File: config.mk
export PLATFORM = sky130hd
export DESIGN_NAME = ble_ahb_fetch_master_flat
export DESIGN_NICKNAME = d
export VERILOG_FILES = /design/src/rtl/ble_ahb_fetch_master_pkg.sv /design/src/rtl/ble_ahb_fetch_master_if.sv /design/src/rtl/ble_ahb_fetch_master.sv /design/src/flat_wrapper.sv
export SDC_FILE = /design/constraint.sdc
export NUM_CORES = 1
export LEC_CHECK = 0
export CORE_MARGIN = 2
export CORE_UTILIZATION = 40
export CTS_BUF_LIST = sky130_fd_sc_hd__clkbuf_4 sky130_fd_sc_hd__clkbuf_8
export CTS_CLUSTER_DIAMETER = 40
export DETAILED_ROUTE_END_ITERATION = 10
export GPL_TIMING_DRIVEN = 0
export PLACE_DENSITY = 0.7
export SLEW_MARGIN = 20
export SYNTH_ARGS = -nofsm -noshare
export SYNTH_HDL_FRONTEND = slang
export SYNTH_SLANG_ARGS = --single-unit
export TNS_END_PERCENT = 100
File: constraint.sdc
create_clock -name clk -period 5.45 [get_ports clk]
set_input_delay 0.545 -clock clk [delete_from_list [all_inputs] [get_ports clk]]
set_output_delay 0.545 -clock clk [all_outputs]
set_load 0.03 [all_outputs]
File: src/rtl/ble_ahb_fetch_master_pkg.sv
// Shared AHB-Lite encodings and FSM state type for the BLE PHY FIFO fetch master.
package ble_ahb_fetch_master_pkg;

  localparam logic [1:0] HTRANS_IDLE   = 2'b00;
  localparam logic [1:0] HTRANS_BUSY   = 2'b01;
  localparam logic [1:0] HTRANS_NONSEQ = 2'b10;
  localparam logic [1:0] HTRANS_SEQ    = 2'b11;

  localparam logic [2:0] HSIZE_WORD  = 3'b010;
  localparam logic [2:0] HBURST_INCR = 3'b001;

  typedef enum logic [2:0] {
    ST_IDLE,
    ST_ADDR,
    ST_BURST,
    ST_DRAIN,
    ST_FLUSH,
    ST_ABORT
  } state_e;

  // A beat landing on a 1 KB boundary must restart the burst as NONSEQ.
  function automatic logic [1:0] beat_trans(input logic [31:0] addr);
    return (addr[9:0] == 10'd0) ? HTRANS_NONSEQ : HTRANS_SEQ;
  endfunction

endpackage

File: src/rtl/ble_ahb_fetch_master_if.sv
// AHB-Lite read bus plus PHY FIFO write port driven by the fetch master.
interface ble_ahb_fetch_master_if #(
  parameter int AD = 10
);
  logic [31:0]   haddr;
  logic [1:0]    htrans;
  logic [2:0]    hsize;
  logic [2:0]    hburst;
  logic          hwrite;
  logic          hready;
  logic          hresp;
  logic [31:0]   hrdata;
  logic          fifo_write_en;
  logic [AD-3:0] fifo_address;
  logic [31:0]   fifo_write_data;

  modport master (
    output haddr, htrans, hsize, hburst, hwrite,
    output fifo_write_en, fifo_address, fifo_write_data,
    input  hready, hresp, hrdata
  );

  modport slave (
    input  haddr, htrans, hsize, hburst, hwrite,
    input  fifo_write_en, fifo_address, fifo_write_data,
    output hready, hresp, hrdata
  );
endinterface

File: src/rtl/ble_ahb_fetch_master.sv
// AHB-Lite INCR word-burst reader that copies a memory block into the BLE PHY FIFO.
module ble_ahb_fetch_master
  import ble_ahb_fetch_master_pkg::*;
#(
  parameter int AD = 10
) (
  input  logic                 clk,
  input  logic                 reset,
  input  logic                 start,
  input  logic [31:0]          src_addr,
  input  logic [AD-3:0]        fifo_base,
  input  logic [AD-2:0]        word_count,
  ble_ahb_fetch_master_if.master bus,
  output logic                 busy,
  output logic                 done,
  output logic                 error
);

  localparam logic [AD-2:0] LEFT_ONE = 1;
  localparam logic [AD-3:0] PTR_ONE  = 1;

  state_e        state_q, state_d;
  logic [31:0]   haddr_q, haddr_d;
  logic [1:0]    htrans_q, htrans_d;
  logic          fifo_we_q, fifo_we_d;
  logic [AD-3:0] fifo_addr_q, fifo_addr_d;
  logic [31:0]   fifo_wdata_q, fifo_wdata_d;
  logic [AD-3:0] fifo_ptr_q, fifo_ptr_d;
  logic [AD-2:0] addr_left_q, addr_left_d;
  logic          busy_q, busy_d;
  logic          done_q, done_d;
  logic          error_q, error_d;
  logic [31:0]   next_addr;

  always_ff @(posedge clk) begin
    if (!reset) begin
      state_q      <= ST_IDLE;
      haddr_q      <= '0;
      htrans_q     <= HTRANS_IDLE;
      fifo_we_q    <= 1'b0;
      fifo_addr_q  <= '0;
      fifo_wdata_q <= '0;
      fifo_ptr_q   <= '0;
      addr_left_q  <= '0;
      busy_q       <= 1'b0;
      done_q       <= 1'b0;
      error_q      <= 1'b0;
    end else begin
      state_q      <= state_d;
      haddr_q      <= haddr_d;
      htrans_q     <= htrans_d;
      fifo_we_q    <= fifo_we_d;
      fifo_addr_q  <= fifo_addr_d;
      fifo_wdata_q <= fifo_wdata_d;
      fifo_ptr_q   <= fifo_ptr_d;
      addr_left_q  <= addr_left_d;
      busy_q       <= busy_d;
      done_q       <= done_d;
      error_q      <= error_d;
    end
  end

  assign next_addr = haddr_q + 32'd4;

  always_comb begin
    state_d      = state_q;
    haddr_d      = haddr_q;
    htrans_d     = htrans_q;
    fifo_we_d    = 1'b0;
    fifo_addr_d  = fifo_addr_q;
    fifo_wdata_d = fifo_wdata_q;
    fifo_ptr_d   = fifo_ptr_q;
    addr_left_d  = addr_left_q;
    busy_d       = busy_q;
    done_d       = 1'b0;
    error_d      = error_q;

    unique case (state_q)
      ST_IDLE: begin
        // done_q high means a burst just finished; a start in that cycle is dropped.
        if (start && !done_q) begin
          error_d = 1'b0;
          if (word_count == '0) begin
            done_d = 1'b1;
          end else begin
            state_d     = ST_ADDR;
            busy_d      = 1'b1;
            haddr_d     = src_addr;
            htrans_d    = HTRANS_NONSEQ;
            fifo_ptr_d  = fifo_base;
            addr_left_d = word_count;
          end
        end
      end

      ST_ADDR, ST_BURST, ST_DRAIN: begin
        if (bus.hready) begin
          if (state_q != ST_ADDR) begin
            fifo_we_d    = 1'b1;
            fifo_addr_d  = fifo_ptr_q;
            fifo_wdata_d = bus.hrdata;
            fifo_ptr_d   = fifo_ptr_q + PTR_ONE;
          end
          if (state_q == ST_DRAIN) begin
            state_d = ST_FLUSH;
          end else begin
            addr_left_d = addr_left_q - LEFT_ONE;
            if (addr_left_q > LEFT_ONE) begin
              state_d  = ST_BURST;
              haddr_d  = next_addr;
              htrans_d = beat_trans(next_addr);
            end else begin
              state_d  = ST_DRAIN;
              htrans_d = HTRANS_IDLE;
            end
          end
        end else if (bus.hresp && state_q != ST_ADDR) begin
          // First cycle of a two-cycle ERROR response: cancel the pending beat.
          state_d  = ST_ABORT;
          htrans_d = HTRANS_IDLE;
          error_d  = 1'b1;
          busy_d   = 1'b0;
        end
      end

      ST_FLUSH: begin
        busy_d  = 1'b0;
        done_d  = 1'b1;
        state_d = ST_IDLE;
      end

      ST_ABORT: begin
        state_d = ST_IDLE;
      end

      default: begin
        state_d = ST_IDLE;
      end
    endcase
  end

  assign bus.haddr           = haddr_q;
  assign bus.htrans          = htrans_q;
  assign bus.hsize           = HSIZE_WORD;
  assign bus.hburst          = HBURST_INCR;
  assign bus.hwrite          = 1'b0;
  assign bus.fifo_write_en   = fifo_we_q;
  assign bus.fifo_address    = fifo_addr_q;
  assign bus.fifo_write_data = fifo_wdata_q;
  assign busy                = busy_q;
  assign done                = done_q;
  assign error               = error_q;

endmodule
File: src/flat_wrapper.sv
// flat-port wrapper written by rule: the top's interface ports become plain ports
module ble_ahb_fetch_master_flat import ble_ahb_fetch_master_pkg::*;
#(
  parameter int AD = 10
)
  (clk, reset, start, src_addr, fifo_base, word_count, busy, done, error, bus_haddr, bus_htrans, bus_hsize, bus_hburst, bus_hwrite, bus_fifo_write_en, bus_fifo_address, bus_fifo_write_data, bus_hready, bus_hresp, bus_hrdata);
  ble_ahb_fetch_master_if #(.AD(AD)) bus_i ();
  input  logic clk;
  input  logic reset;
  input  logic start;
  input  logic [31:0] src_addr;
  input  logic [AD-3:0] fifo_base;
  input  logic [AD-2:0] word_count;
  output logic busy;
  output logic done;
  output logic error;
  output wire logic [$bits(bus_i.haddr)-1:0] bus_haddr;
  output wire logic [$bits(bus_i.htrans)-1:0] bus_htrans;
  output wire logic [$bits(bus_i.hsize)-1:0] bus_hsize;
  output wire logic [$bits(bus_i.hburst)-1:0] bus_hburst;
  output wire logic [$bits(bus_i.hwrite)-1:0] bus_hwrite;
  output wire logic [$bits(bus_i.fifo_write_en)-1:0] bus_fifo_write_en;
  output wire logic [$bits(bus_i.fifo_address)-1:0] bus_fifo_address;
  output wire logic [$bits(bus_i.fifo_write_data)-1:0] bus_fifo_write_data;
  input wire logic [$bits(bus_i.hready)-1:0] bus_hready;
  input wire logic [$bits(bus_i.hresp)-1:0] bus_hresp;
  input wire logic [$bits(bus_i.hrdata)-1:0] bus_hrdata;
  assign bus_haddr = bus_i.haddr;
  assign bus_htrans = bus_i.htrans;
  assign bus_hsize = bus_i.hsize;
  assign bus_hburst = bus_i.hburst;
  assign bus_hwrite = bus_i.hwrite;
  assign bus_fifo_write_en = bus_i.fifo_write_en;
  assign bus_fifo_address = bus_i.fifo_address;
  assign bus_fifo_write_data = bus_i.fifo_write_data;
  assign bus_i.hready = bus_hready;
  assign bus_i.hresp = bus_hresp;
  assign bus_i.hrdata = bus_hrdata;
  ble_ahb_fetch_master #(.AD(AD)) u_core (.clk(clk), .reset(reset), .start(start), .src_addr(src_addr), .fifo_base(fifo_base), .word_count(word_count), .bus(bus_i), .busy(busy), .done(done), .error(error));
endmodule
# == After elaboration in Yosys (flattened, before gate mapping) ==
# Cells that the tools add are included.
# classes
add_sub_neg,3
order_cmp,1
n_eq_ne,15
mux,44
n_reduce_logical,18
# op_table
op,n
32-bit 2-to-1 mux,5
32-bit case mux with 2 select lines,1
9-bit 2-to-1 mux,4
"32-bit by 3-bit adder with 32-bit output, second input constant",1
8-bit 2-to-1 mux,4
5-bit AND reduction,4
9-bit case mux with 2 select lines,1
8-bit case mux with 2 select lines,1
3-bit 2-to-1 mux,5
1-bit 2-to-1 mux,12
2-bit 2-to-1 mux,6
10-bit logical NOT,1
"9-bit by 1-bit > comparator with 1-bit output, second input constant",1
9-bit logical NOT,1
3-bit AND reduction,3
"9-bit by 1-bit subtractor with 9-bit output, second input constant",1
"8-bit by 1-bit adder with 8-bit output, second input constant",1
"2-bit by 1-bit inequality test with 1-bit output, second input constant",4
"2-bit inequality test, second input constant",4
"3-bit by 2-bit equality test with 1-bit output, second input constant",2
3-bit case mux with 2 select lines,1
6-bit AND reduction,1
1-bit case mux with 2 select lines,2
2-bit case mux with 2 select lines,1
other kinds (13),14
# word_totals
ff_bits,98
input_bits,86
out_inout_bits,85
elab_cells,92

# == Logic depth before layout (Yosys ltp) ==
# Gate-level depths: netlist (run 1).
# depth
ltp_word,7
depth_mapped,10
depth_no_buf,8

# == Least setup slack after synthesis (run 1) ==
# No wires, ideal clock.
# synth_path
path_type,reg-to-reg
startpoint,"register u_core.haddr_q[2], in the netlist u_core.bus.haddr[2]"
endpoint,"register u_core.haddr_q[28], in the netlist u_core.bus.haddr[28]"
setup_ns,0.117
t_arrival_ns,2.330
required_time_ns,5.333
path_slack_ns,3.002
stages_incl_launch_ff,8
path_buffers,0
synth_period_minus_slack_ns,2.448
cell_sequence,dfxtp_1 ha_1 nand3_1 nor4_4 nand3_1 nor3_1 o21ai_0 a32o_1
# synth_between
elab_chain_len,5
# synth_rtl
element,line,text
"start, declared",ble_ahb_fetch_master.sv:23,"logic [31:0] haddr_q, haddr_d;"
"start signal, assigned",ble_ahb_fetch_master.sv:50,haddr_q <= haddr_d;
32-bit by 3-bit adder with 32-bit output,ble_ahb_fetch_master.sv:63,assign next_addr = haddr_q + 32'd4;
32-bit 2-to-1 mux,ble_ahb_fetch_master.sv:108,if (addr_left_q > LEFT_ONE) begin
32-bit 2-to-1 mux,ble_ahb_fetch_master.sv:104,if (state_q == ST_DRAIN) begin
32-bit 2-to-1 mux,ble_ahb_fetch_master.sv:97,if (bus.hready) begin
32-bit case mux with 2 select lines,ble_ahb_fetch_master.sv:78,unique case (state_q)
# No other way between the ends. The select of a mux whose other input is x is not followed.
# A chain may end at the register's enable or synchronous reset.

# == Worst setup path after layout (run 1) ==
# Same ends and word-level chain as after synthesis.

==> results of run 1 <==
logic make-up (layout without fill, tap and decap cells):
family | Yosys count | after routing
and+or+nand+nor | 310 | 310
AOI/OAI and AO/OA | 213 | 213
DFF | 98 | 98
buffers and inverters | 65 | 243
adders and majority gates | 7 | 7
muxes | 3 | 3
other | 2 | 7
xor gates and xnor gates | 1 | 1
cell type report:
cell class	count	area, um^2
repair buffers	163	1632
flip-flops and latches	98	1962
clock inverters	6	91.34
well taps	172	215.2
multi-input cells	541	2952
plain buffers	58	339.1
inverters	7	26.28
fillers	1220	5381
clock buffers	9	123.9
critical path, stage by stage, from the launching register on:
cell and delay [ps]:
sky130_fd_sc_hd__dfxtp_1 610, sky130_fd_sc_hd__ha_1 330, sky130_fd_sc_hd__nand3_1 220, sky130_fd_sc_hd__nor4_4 530, sky130_fd_sc_hd__nand3_1 270, sky130_fd_sc_hd__nor3_1 290, sky130_fd_sc_hd__o21ai_0 110, sky130_fd_sc_hd__a32o_1 260
how the worst max path moves through the flow:
stage                                   endpoint  slack (ps)  cells past startpoint                             start
2_1_floorplan  u_core.bus.haddr[28]$_SDFFE_PN0P_        3000                      7  u_core.bus.haddr[2]$_SDFFE_PN0P_
3_3_place_gp   u_core.bus.htrans[0]$_SDFFE_PN0P_        2460                      7                     word_count[5]
3_5_place_dp   u_core.bus.htrans[0]$_SDFFE_PN0P_        2420                      7                     word_count[5]
4_1_cts        u_core.bus.haddr[28]$_SDFFE_PN0P_        2770                      7  u_core.bus.haddr[2]$_SDFFE_PN0P_
5_1_grt        u_core.bus.haddr[28]$_SDFFE_PN0P_        2500                      7  u_core.bus.haddr[2]$_SDFFE_PN0P_
6_report       u_core.bus.haddr[28]$_SDFFE_PN0P_        2720                      7  u_core.bus.haddr[2]$_SDFFE_PN0P_
cells in the final DEF, fill, tap and decap left out, drive strengths merged, types with 15 or more instances in the layout:
cell / count
nand2: 164
clkdlybuf4s50: 163
dfxtp: 98
a21oi: 89
nor2: 57
o21ai: 47
clkbuf: 42
buf: 25
nand3: 18
a31oi: 16
nor3: 15
registers in the layout, indices dropped and copies added (netlist names):
signal	cells
u_core.busy	1
u_core.error	1
u_core.bus.fifo_address	8
u_core.bus.fifo_write_data	32
u_core.state_q	3
u_core.bus.htrans	2
u_core.fifo_ptr_q	8
u_core.bus.haddr	32
u_core.addr_left_q	9
u_core.bus.fifo_write_en	1
u_core.done	1
power breakdown:
part	internal [W]	total, W	leakage, nW	switching (W)
Sequential	0.000809	0.000931	0.800	0.000122
Combinational	0.000427	0.00110	1.68	0.000672
Clock	0.000259	0.000533	0.110	0.000274
through the flow:
step / area [um^2] / total power [W]
final: 7341 / 0.002562
after global routing: 7341 / 0.002692
after CTS: 7341 / 0.002551
after detailed placement: 7126 / 0.002020
after global placement: 7126 / 0.002000
after floorplan: 5279 / 0.001612
layer usage:
layer	vias to the layer above	share of wire, %	track usage (%)
li1	2840	-	-
met1	2849	41	33.76
met2	297	46	41.38
met3	44	9.7	6.419
met4	0	2.6	8.110
met5	-	0	0
==> out/summary.txt, run 1 <==
=====================================================================================================
Static leakage power                                                                         2.589 nW
Leading cell type by number of instances after synthesis                                 sky130_fd_sc_hd__nand2_1
Library cell with the largest summed area after synthesis                                sky130_fd_sc_hd__dfxtp_1
Final clock skew                                                                             10.59 ps
Number of H-tree levels                                                                             3
Final instance count without filler cells                                                       1,054
Synthesized area per cell                                                                  7.525 um^2
Worst reg2reg path depth                                                                            7
Hold-fix buffers, CTS                                                                               0
Final hold violation count                                                                          0
Number of antenna violations at the first check in global routing                                   0
Final min period                                                                              2732 ps
Buffers inserted by post-CTS timing repair                                                          0
Clock slew at reported path FFs                                                                100 ps
Share of cell area taken by muxes after synthesis                                             0.5709%
Capture point of the worst reg-to-reg path                                               u_core.bus.haddr[28]$_SDFFE_PN0P_
Share of synthesized flip-flops with an asynchronous set or reset                                  0%
Main combinational cell family by area after synthesis                                   simple AND/OR/NAND/NOR gates
Ranking of synthesized cells by area                                                     sky130_fd_sc_hd__dfxtp_1 37%, sky130_fd_sc_hd__nand2_1 12%, sky130_fd_sc_hd__a21oi_1 8.5%
Height of the die                                                                            118.7 um
Die outline width                                                                            118.7 um
Fraction of layout cells with a size suffix above 1                                            7.370%
Gp weighted congestion                                                                         0.9250
Run status                                                                               finished clean
Post-route worst hold slack                                                                  463.1 ps
Critical Path Sink Type                                                                      register
Startpoint of the tightest hold check path                                               u_core.bus.fifo_write_data[15]$_SDFFE_PN0P_
Clock tree sinks                                                                                   98
Slew Limit Headroom                                                                            51.64%
Worst skew pair latency                                                                        380 ps
Arrival time reported for the critical path endpoint                                          3010 ps
Share of synthesized area occupied by flip-flops and latches                                   37.30%
Total grt overflow                                                                                  0
WL/cell                                                                                      17.53 um
Critical path class                                                                           reg2reg
# Max-Cap Violations                                                                                0
Number of vias per cell                                                                         5.721
Number of top-level pins                                                                          171
Warnings from Yosys                                                                                 0
Routed via count                                                                                6,030
Compound-gate portion of the synthesized area                                                  25.33%
Clock Tree Buf Depth                                                                                2
RSZ-0062 raised after global routing                                                               no
Tot GR Track Use                                                                               25.71%
Via count of the first global-routing pass                                                      5,619
Inserted Diodes                                                                                     0
Most frequent cells after synthesis                                                      163 x sky130_fd_sc_hd__nand2_1, 98 x sky130_fd_sc_hd__dfxtp_1, 89 x sky130_fd_sc_hd__a21oi_1, 56 x sky130_fd_sc_hd__nor2_1, 47 x sky130_fd_sc_hd__o21ai_0
CTS tree                                                                                          yes
Setup tns final                                                                                  0 ps
Number of enable-type register cells in the synthesized netlist                                     0
Mapped Area                                                                                 5260 um^2
Place WS                                                                                      2418 ps
Fin. max-slew vios                                                                                  0
Worst IR drop on VDD                                                                        0.2151 mV
Top flip-flop cell by instance count after synthesis                                     sky130_fd_sc_hd__dfxtp_1
Layout-stage area growth over the synthesis result                                             39.56%
Number of DRC violations after detailed routing                                                     0
Dpl hpwl                                                                                    13,430 um
Final net count                                                                                   969
First-pass iteration count of the detailed router                                                   5
Worst-case hold path end point                                                           u_core.bus.fifo_write_data[15]$_SDFFE_PN0P_
Cell Rows                                                                                          41
Syn Inst Count                                                                                    699
Cell depth of the worst min-delay path                                                              2
First-pass GRT wire length                                                                  29,080 um
Number of distinct library cells after synthesis                                                   73
WP data required                                                                              5730 ps
Die Outline Area                                                                          14,080 um^2
Total wire length after detailed routing                                                    18,470 um
Core Box Area                                                                             12,720 um^2
Reg2reg setup slack                                                                           2720 ps
Final worst-path setup slack                                                                  2718 ps
Share of the synthesized netlist area taken by xor and xnor gates                             0.3092%
Pin count of the biggest net entering global routing                                               17
Startpoint of the worst register-to-register path                                        u_core.bus.haddr[2]$_SDFFE_PN0P_
Drt initial violations                                                                            669
Final critical-path share of the clock period                                                  50.14%
Share of the synthesized area in the top cell type                                             37.30%
Final antenna-violating net count                                                                   0
Number of synthesized register bits                                                                98
Port buffer count                                                                                 163
Finished Core Util                                                                             57.70%
Resize count post-CTS                                                                               0
Least-Margin Pin Slew                                                                        725.3 ps
Class of the tightest hold or removal check                                                   reg2reg
Highest achievable clock rate                                                               366.0 MHz
Post-synthesis share of cell area spent on full adders, half adders and majority gates         1.570%
Critical path launch point type                                                              register
Count of placed standard cells including taps                                                   1,039
CTS buffer count                                                                                    9
Power Dens Cells                                                                         349.1 nW/um^2
Area share of and/or/nand/nor cells after synthesis                                            27.83%
Effective utilization at floorplan                                                             41.35%
Clock Tree Root                                                                          sky130_fd_sc_hd__clkbuf_8
Final setup vio count                                                                               0
Critical Path Fanout Max                                                                           10
=====================================================================================================
No activity file was read; power rests on OpenSTA's default activity.
==> run 2, diff against run 1 <==
clock period = 2.7 ns   (was 5.45 ns; I/O delays follow)
==> out/summary.txt, run 2 (same netlist as run 1, synthesis figures left out) <==
================================================================================
Effective utilization at floorplan                                        41.35%   unchanged
Critical path cell sequence                                         ha_1 -> nand3_1 -> nor4_4 -> buf_4 -> nand3_1 -> nor3_1 -> o21ai_0 -> a32o_1
Critical Path Fanout Max                                                      10   unchanged
Number of top-level pins                                                     171   unchanged
First-pass iteration count of the detailed router                              5   unchanged
Count of placed standard cells including taps                              1,039   unchanged
Pin count of the biggest net entering global routing                          17   unchanged
Layout-stage area growth over the synthesis result                        40.13%
Number of antenna violations at the first check in global routing              0   unchanged
Worst IR drop on VDD                                                   0.4347 mV   +100%
Resize count post-CTS                                                          0   unchanged
First-pass GRT wire length                                             29,080 um   unchanged
Tot GR Track Use                                                          25.71%   unchanged
Post-route worst hold slack                                             427.8 ps   -35.28 ps
Slew Limit Headroom                                                       52.27%   +0.62 points
Cell Rows                                                                     41   unchanged
Clock Tree Buf Depth                                                           2   unchanged
CTS buffer count                                                               9   unchanged
Fraction of layout cells with a size suffix above 1                       7.788%   +0.42 points
FILL cells                                                                 1,218   -0.16%
WL/cell                                                                 17.55 um   +0.16%
Post-Route M1 WL                                                         7754 um   +1.6%
Drt initial violations                                                       642   -4.0%
Core Box Area                                                        12,720 um^2   unchanged
Port buffer count                                                            163   unchanged
Startpoint of the worst register-to-register path                   u_core.bus.haddr[2]$_SDFFE_PN0P_
Worst setup path startpoint                                         u_core.bus.haddr[2]$_SDFFE_PN0P_
Number of vias per cell                                                    5.712   -0.16%
Final hold violation count                                                     0   unchanged
Final min period                                                         2500 ps   -232.8 ps
Final setup vio count                                                          0   unchanged
Total grt overflow                                                             0   unchanged
Die Outline Area                                                     14,080 um^2   unchanged
Critical path class                                                      reg2reg
Highest achievable clock rate                                          400.1 MHz   +9.3%
Hold-fix buffers, CTS                                                          0   unchanged
Crit path max-delay cell type                                       sky130_fd_sc_hd__dfxtp_1
Max Used Layer                                                              met4
Arrival time reported for the critical path endpoint                     2780 ps   -230 ps
Routed via count                                                           6,043   +0.22%
Inserted Diodes                                                                0   unchanged
Height of the die                                                       118.7 um   unchanged
Clock slew at reported path FFs                                           100 ps   about the same
Worst path bufs/invs                                                           1   +1
Die outline width                                                       118.7 um   unchanged
Static leakage power                                                    2.611 nW   +0.84%
CP max stage delay                                                        620 ps   about the same
Class of the tightest hold or removal check                               in2reg
Clock tree sinks                                                              98   unchanged
RSZ-0062 raised after global routing                                          no
Worst skew pair latency                                                   380 ps   about the same
Top cell family by delay on the critical path                       simple AND/OR/NAND/NOR gates
# Max-Cap Violations                                                           0   unchanged
Final net count                                                              973   +0.41%
Least-Margin Pin Slew                                                   716.0 ps   -9.353 ps
Number of DRC violations after detailed routing                                0   unchanged
Number of H-tree levels                                                        3   unchanged
Final instance count without filler cells                                  1,058   +0.38%
Via count of the first global-routing pass                                 5,619   unchanged
Final antenna-violating net count                                              0   unchanged
Wire length on met3                                                      1742 um   -3.0%
Most frequent cell on the critical path                             sky130_fd_sc_hd__nand3_1
Total chip power                                                      0.005179 W   +100%
CTS tree                                                                     yes
Power Dens Cells                                                    702.6 nW/um^2   +100%
Final critical-path share of the clock period                             92.58%   +42 points
Clock Tree Root                                                     sky130_fd_sc_hd__clkbuf_8
Buffers inserted by post-CTS timing repair                                     0   unchanged
Area of the multi-input gates                                          2952 um^2   unchanged
Run status                                                          finished clean
Startpoint of the tightest hold check path                          bus_hrdata[1]
Finished Core Util                                                        57.94%   +0.24 points
Footprint of the flip-flops and latches                                1962 um^2   unchanged
Commonest non-fill, non-tap cells in the layout                     163 x sky130_fd_sc_hd__nand2_1, 163 x sky130_fd_sc_hd__clkdlybuf4s50_1, 98 x sky130_fd_sc_hd__dfxtp_1, 89 x sky130_fd_sc_hd__a21oi_1, 56 x sky130_fd_sc_hd__nor2_1
Met2 wire len                                                            8694 um   +1.5%
Critical path launch point type                                         register
Gp weighted congestion                                                    0.9250   unchanged
Fin. max-slew vios                                                             0   unchanged
Total wire length after detailed routing                               18,570 um   +0.54%
Final clock skew                                                        12.52 ps   +1.929 ps
WP data required                                                         2980 ps   -2750 ps
Critical Path Sink Type                                                 register
Dpl hpwl                                                               13,430 um   unchanged
================================================================================
==> run 2: layout make-up <==
class	count	share of cell area, %
clock buffers	9	1.681
multi-input cells	541	40.04
clock inverters	6	1.239
flip-flops and latches	98	26.62
inverters	7	0.3565
plain buffers	58	4.600
well taps	172	2.920
repair buffers	167	22.54
==> run 2: worst paths after layout <==
path / cells after the start / slack [ps] / end
setup reg to reg: 8 / 200 / u_core.bus.haddr[28]$_SDFFE_PN0P_
hold / removal: 3 / 430 / u_core.bus.fifo_write_data[1]$_SDFFE_PN0P_
hold reg to reg: 2 / 460 / u_core.bus.fifo_write_data[15]$_SDFFE_PN0P_
setup / recovery: 8 / 200 / u_core.bus.haddr[28]$_SDFFE_PN0P_
==> run 2: stage by stage <==
| stage | area, um^2 | TNS [ps] | setup slack, ps |
|---|---|---|---|
| 6_report | 7371 | 0 | 200.4 |
| 5_1_grt | 7371 | 0 | 64.57 |
| 4_1_cts | 7341 | 0 | 19.65 |
| 3_5_place_dp | 7126 | -56.95 | -56.95 |
| 3_3_place_gp | 7126 | -11.68 | -11.68 |
| 2_1_floorplan | 5279 | 0 | 252.2 |
==> run 2: report_power, final <==
group	internal [W]	total, W	switching, W
Sequential	0.00163	0.00188	0.000246
Combinational	0.000862	0.00222	0.00136
Clock	0.000522	0.00108	0.000557
Total	0.00302	0.00518	0.00216
==> run 2: per-layer routing <==
| metal | GRT usage, % | vias to the layer above |
|---|---|---|
| li1 | - | 2847 |
| met1 | 33.76 | 2859 |
| met2 | 41.38 | 300 |
| met3 | 6.419 | 37 |
| met4 | 8.110 | 0 |
| met5 | 0 | - |
==> run 2: worst reg2reg max path, delay by kind of cell, from the launching register on <==
kind | cells | cell delay [ps]
and+or+nand+nor | 4 | 890
DFF | 1 | 620
AOI/OAI and AO/OA | 2 | 370
adders and majority gates | 1 | 330
buffers and inverters | 1 | 190
